--- src/rtl/tff_toggle_gen.sv ---
// Debounced toggle-pulse generator feeding a downstream T flip-flop.
// Synchronises a raw button, debounces both edges and emits one-cycle pulses.
module tff_toggle_gen #(
   parameter int DEBOUNCE_CYCLES = 4,
   parameter bit REPEAT_EN       = 1'b0,
   parameter int REPEAT_CYCLES   = 8
) (
   input  logic       clk,
   input  logic       reset,
   input  logic       i_btn,
   output logic       o_t,
   output logic       o_busy,
   output logic [7:0] o_press_cnt
);

   localparam int CNT_MAX = (DEBOUNCE_CYCLES > REPEAT_CYCLES) ? DEBOUNCE_CYCLES : REPEAT_CYCLES;
   localparam int CNT_W   = $clog2(CNT_MAX + 1);

   localparam logic [CNT_W-1:0] DB_LAST  = CNT_W'(DEBOUNCE_CYCLES - 1);
   localparam logic [CNT_W-1:0] REP_LAST = CNT_W'(REPEAT_CYCLES - 1);
   localparam logic [CNT_W-1:0] CNT_ONE  = CNT_W'(1);

   localparam logic [1:0] ST_IDLE       = 2'd0;
   localparam logic [1:0] ST_DB_PRESS   = 2'd1;
   localparam logic [1:0] ST_HELD       = 2'd2;
   localparam logic [1:0] ST_DB_RELEASE = 2'd3;

   logic             sync1_q, sync1_d;
   logic             sync2_q, sync2_d;
   logic [1:0]       state_q, state_d;
   logic [CNT_W-1:0] cnt_q, cnt_d;
   logic             t_q, t_d;
   logic             busy_q, busy_d;
   logic [7:0]       press_cnt_q, press_cnt_d;
   logic             btn_s;
   logic             pulse;

   assign btn_s = sync2_q;

   // NOTE: every signal assigned in this block gets a default first, so no path can infer a latch.
   always_comb begin
      sync1_d = i_btn;
      sync2_d = sync1_q;
      state_d = state_q;
      cnt_d   = cnt_q;
      pulse   = 1'b0;

      case (state_q)
         ST_IDLE: begin
            if (btn_s) begin
               state_d = ST_DB_PRESS;
               cnt_d   = CNT_ONE;
            end else begin
               cnt_d   = '0;
            end
         end

         // The level test is evaluated before the terminal count, so a bounce always wins.
         ST_DB_PRESS: begin
            if (!btn_s) begin
               state_d = ST_IDLE;
               cnt_d   = '0;
            end else if (cnt_q == DB_LAST) begin
               state_d = ST_HELD;
               cnt_d   = '0;
               pulse   = 1'b1;
            end else begin
               cnt_d   = cnt_q + CNT_ONE;
            end
         end

         ST_HELD: begin
            if (!btn_s) begin
               state_d = ST_DB_RELEASE;
               cnt_d   = CNT_ONE;
            end else if (REPEAT_EN && (cnt_q == REP_LAST)) begin
               cnt_d   = '0;
               pulse   = 1'b1;
            end else if (REPEAT_EN) begin
               cnt_d   = cnt_q + CNT_ONE;
            end else begin
               cnt_d   = '0;
            end
         end

         ST_DB_RELEASE: begin
            if (btn_s) begin
               state_d = ST_HELD;
               cnt_d   = '0;
            end else if (cnt_q == DB_LAST) begin
               state_d = ST_IDLE;
               cnt_d   = '0;
            end else begin
               cnt_d   = cnt_q + CNT_ONE;
            end
         end

         default: begin
            state_d = ST_IDLE;
            cnt_d   = '0;
         end
      endcase

      t_d         = pulse;
      busy_d      = (state_d != ST_IDLE);
      press_cnt_d = pulse ? press_cnt_q + 8'd1 : press_cnt_q;
   end

   // NOTE: sequential state uses non-blocking assignments so all flops update from pre-edge values.
   always_ff @(posedge clk) begin
      if (reset) begin
         sync1_q     <= 1'b0;
         sync2_q     <= 1'b0;
         state_q     <= ST_IDLE;
         cnt_q       <= '0;
         t_q         <= 1'b0;
         busy_q      <= 1'b0;
         press_cnt_q <= 8'd0;
      end else begin
         sync1_q     <= sync1_d;
         sync2_q     <= sync2_d;
         state_q     <= state_d;
         cnt_q       <= cnt_d;
         t_q         <= t_d;
         busy_q      <= busy_d;
         press_cnt_q <= press_cnt_d;
      end
   end

   assign o_t         = t_q;
   assign o_busy      = busy_q;
   assign o_press_cnt = press_cnt_q;

endmodule

--- config.mk ---
export PLATFORM = sky130hd
export DESIGN_NAME = tff_toggle_gen
export DESIGN_NICKNAME = d
export VERILOG_FILES = /design/src/rtl/tff_toggle_gen.sv
export SDC_FILE = /design/constraint.sdc
export NUM_CORES = 1
export LEC_CHECK = 0
export ABC_AREA = 1
export BUFFER_PORTS_ARGS = -buffer_cell sky130_fd_sc_hd__clkbuf_2
export CAP_MARGIN = 20
export CORE_MARGIN = 1.5
export CORE_UTILIZATION = 52
export DETAILED_ROUTE_END_ITERATION = 8
export MAX_ROUTING_LAYER = met4
export PLACE_DENSITY = 0.75
export SYNTH_ARGS = -nofsm -noshare
export SYNTH_HDL_FRONTEND = slang
export SYNTH_SLANG_ARGS = --single-unit
export TNS_END_PERCENT = 50
--- constraint.sdc ---
create_clock -name clk -period 1.67 [get_ports clk]
set_clock_uncertainty 0.1 [all_clocks]
set_input_delay 0.334 -clock clk [delete_from_list [all_inputs] [get_ports clk]]
set_output_delay 0.334 -clock clk [all_outputs]
set_load 0.02 [all_outputs]
# ---- Yosys cells after proc, flatten, opt, wreduce, memory -nomap -nowiden
# Index checks and enable logic that the tools add are counted.
dict set report totals {
  reg_bits 18
  inputBits 3
  out_inout_bits 10
  wordCells 31
}
dict set report op_classes {
  addsub 2
  eq_ne 4
  muxes 16
  reduce_logical 2
}
# op n
set ops {}
lappend ops {{one-hot mux 4 bit (4 select lines)} 1}
lappend ops {{two-way mux 2 bit} 6}
lappend ops {{two-way mux 4 bit} 3}
lappend ops {{adder 8 x 1 -> 8 bit, second input constant} 1}
lappend ops {{one-hot mux 2 bit (4 select lines)} 1}
lappend ops {{two-way mux 1 bit} 5}
lappend ops {{adder 4 x 1 -> 4 bit, second input constant} 1}
lappend ops {{== test 2 bit, second input constant} 2}
lappend ops {{== test 4 x 2 -> 1 bit, second input constant} 1}
lappend ops {{== test 2 x 1 -> 1 bit, second input constant} 1}
lappend ops {{zero test 2 bit} 1}
lappend ops {{nonzero test 2 bit} 1}

# ---- Logic depth before layout (Yosys ltp)
dict set report logic_depth {
  word_depth 5
  ltp_mapped 7
}

# ---- Worst setup path before layout
# Ideal clock, no wire load.
dict set report synth_timing {
  kind {register to register}
  start {reg press_cnt_q[0] (netlist: o_press_cnt[0])}
  end {reg press_cnt_q[6] (netlist: o_press_cnt[6])}
  t_arrival_ns 1.162
  t_required_ns 1.456
  path_slack_ns 0.294
  path_stages_with_launch 7
  path_cell_list {dfxtp_1 -> ha_1 -> nand2_1 -> nor2_1 -> nand3_1 -> nand2_1 -> a21oi_2}
}
dict set report synth_between {
  elab_chain_len 1
}
# element line_no
set synth_rtl {}
lappend synth_rtl {{start, declared} 34} ;# logic [7:0] press_cnt_q, press_cnt_d;
lappend synth_rtl {{start signal, assigned} 126} ;# press_cnt_q <= press_cnt_d;
lappend synth_rtl {{adder 8 x 1 -> 8 bit} 106} ;# press_cnt_d = pulse ? press_cnt_q + 8'd1 : press_cnt_q;
# No other way between the ends.
# A chain may end at the register's enable or synchronous reset.

# ---- Worst setup path in the final report
dict set report layout_timing {
  start {reg cnt_q[0]}
  end {reg press_cnt_q[2] (netlist: o_press_cnt[2])}
}
dict set report layout_between {
  elab_chain_len 4
}
# element line_no
set layout_rtl {}
lappend layout_rtl {{start, declared} 31} ;# logic [CNT_W-1:0] cnt_q, cnt_d;
lappend layout_rtl {{start signal, assigned} 123} ;# cnt_q <= cnt_d;
lappend layout_rtl {{== test 4 x 2 -> 1 bit} 63} ;# end else if (cnt_q == DB_LAST) begin
lappend layout_rtl {{two-way mux 1 bit} 63}
lappend layout_rtl {{two-way mux 1 bit} 60} ;# if (!btn_s) begin
lappend layout_rtl {{two-way mux 1 bit} 48} ;# case (state_q)
# No other way between the ends.

==> impl_metrics.csv <==
group,metric,value,unit
run_status,status,"finished, final reports clean",
drt,remaining_drc_errors,0,
global_routing,first_global_vias,464,
cells_and_area,synthToLayoutAreaGrowth,11.9,%
clocking,cts_buffers,3,
global_routing,grt_pass1_wl,1880,um
worst_setup_path,critical_path_class,"reg -> reg",
sta,finalSetupViolations,0,
logic_synthesis,netlist_area,758,um^2
placement,place_hpwl,901,um
pwr,p_per_area,775,nW/um^2
logic_synthesis,netlist_instances,97,
pwr,p_total,657,uW
global_routing,antenna_found_initial,0,
logic_synthesis,synth_warnings,0,
clocking,cts_buffer_depth,2,
logic_synthesis,ys_types,18,
worst_setup_path,cp-end-kind,"register",
clocking,cts_tree,"yes",
die,num_rows,13,
cells_and_area,final_util,63.6,%
sta,worst_pin_slew,295,ps
clocking,htreeDepth,1,
clocking,path_clk_slew,100,ps
logic_synthesis,synth_nets,102,
placement,portBuffers,12,
sta,period_needed,1480,ps
sta,rsz0062_at_grt,"false",
sta,setup_slack,192,ps
clocking,cts_root_buf,"clkbuf_4",
die,die_h,41.2,um
worst_setup_path,startpoint_type,"register",
logic_synthesis,ys_ff_latch,18,
placement,place_ws,191,ps
worst_setup_path,critPathMaxFanout,13,
drt,wirelength,1190,um
cells_and_area,fillers,139,
clocking,post_cts_buffers,0,
clocking,cts_hold_buf,0,
sta,max_slew_margin,80.3,%
clocking,clk_latency,290,ps
hold_path,hold_path_class,"in -> reg",
clocking,clkSinkCount,18,
sta,fmax,677,MHz
worst_setup_path,required,1760,ps
pwr,p_leak,0.000394,uW
logic_synthesis,synth.avg_cell_area,7.82,um^2
worst_setup_path,worst_ep_arrival_time,1570,ps
clocking,ctsResizeCount,0,
cells_and_area,final_cell_mix,"19 x nand2_1, 18 x dfxtp_1, 16 x nor2_1",
pwr,ir_worst_vdd,496,uV
cells_and_area,drive_gt1_share,20.7,%
drt,postRouteAntennaNets,0,
cells_and_area,fin_nets,118,
global_routing,grt_remaining_overflow,0,
global_routing,grt_usage,17.9,%
sta,fin_crit_sh,88.5,%
sta,finalHoldViolations,0,
die,die_area,1700,um^2
run,drv_cap,0,
die,pin_count,13,
cells_and_area,diodes,0,
drt,num_vias,596,
cells_and_area,final_common_cell,"nand2_1",
placement,gp_congestion,0.716,
drt,drtIter0Drc,9,
drt,vias_per_cell,4.73,
sta,drv_slew,0,
global_routing,grt_max_degree,14,
logic_synthesis,yosysSeqAreaShare,47.5,%
die,initial_core_util,56.8,%
sta,final.setup.tns,0,ps
die,core-area,1330,um^2
drt,dr.pass1.iters,3,
die,die_x,41.2,um
drt,routed_wire_length_per_instance,9.42,um
[worst max-delay path: stages (launching register included)]
cell and delay (ps):
dfxtp_1 360, ha_1 210, nand2_2 100, nor2_4 260
inv_1 130, o21ai_0 180, nor2_1 60
[state kept, by name (all words and copies together) (netlist names)]
register     cells
o_press_cnt      8
sync1_q          1
btn_s            1
cnt_q            4
o_t              1
state_q          2
o_busy           1
[power breakdown]
part | leakage [uW] | internal (uW) | switching (uW)
combinational | 0.000235 | 5.57 | 10.8
sequential | 0.000146 | 433 | 2.66
clock | 0.0000138 | 83.6 | 121
total | 0.000394 | 522 | 135
[path summary, 6_finish.rpt]
| path | startpoint | to | slack, ps | cells past startpoint |
|---|---|---|---|---|
| min reg2reg | sync1_q | btn_s | 300 | 2 |
| min | i_btn | sync1_q | 130 | 3 |
| max reg2reg | cnt_q[0] | o_press_cnt[2] | 190 | 6 |
| max | cnt_q[0] | o_press_cnt[2] | 190 | 6 |
[cells by family (layout without fill, tap and decap cells)]
group	Yosys count	after routing	synth area share [%]
and+or+nand+nor	48	48	28.7
xor gates and xnor gates	3	3	3.47
DFF	18	18	47.5
AOI/OAI and AO/OA	10	10	8.09
buffers and inverters	16	30	8.91
adders and majority gates	2	2	3.30
[Yosys cell counts, drive strengths merged]
| library cell | n | share of area [%] |
|---|---|---|
| nand3 | 9 | 7.3 |
| xnor2 | 1 | 1.2 |
| o21ai | 3 | 2.5 |
| nor2 | 17 | 9.4 |
| a21oi | 7 | 5.6 |
| xor2 | 2 | 2.3 |
| nand4 | 1 | 0.83 |
| nand2 | 20 | 10 |
| dfxtp | 18 | 48 |
| buf | 1 | 1.5 |
| inv | 15 | 7.4 |
| and3 | 1 | 0.99 |
| ha | 2 | 3.3 |
[routing by layer]
| layer | wire length [um] | vias to the layer above | GRT usage (%) |
|---|---|---|---|
| met3 | 36 | 2 | 3.26 |
| met5 | 0 | - | - |
| li1 | - | 331 | - |
| met1 | 644 | 255 | 25.3 |
| met4 | 16 | 0 | 12.1 |
| met2 | 489 | 8 | 22.3 |
[metrics by stage]
step	area, um^2	std cells	hold slack [ps]
global route	848	126	134
finish	848	126	133
global placement	826	123	291
CTS	848	126	126
floorplan	758	97	288
detailed placement	826	123	298
[final cells by class]
class	instances	area, um^2	area share [%]
Timing Repair Buffer	12	60.1	7.08
Inverter	15	56.3	6.64
Tap cell	15	18.8	2.21
Clock buffer	3	22.5	2.65
Sequential cell	18	360	42.5
Multi-Input combinational cell	63	330	38.9
No activity file was read; power rests on OpenSTA's default activity.
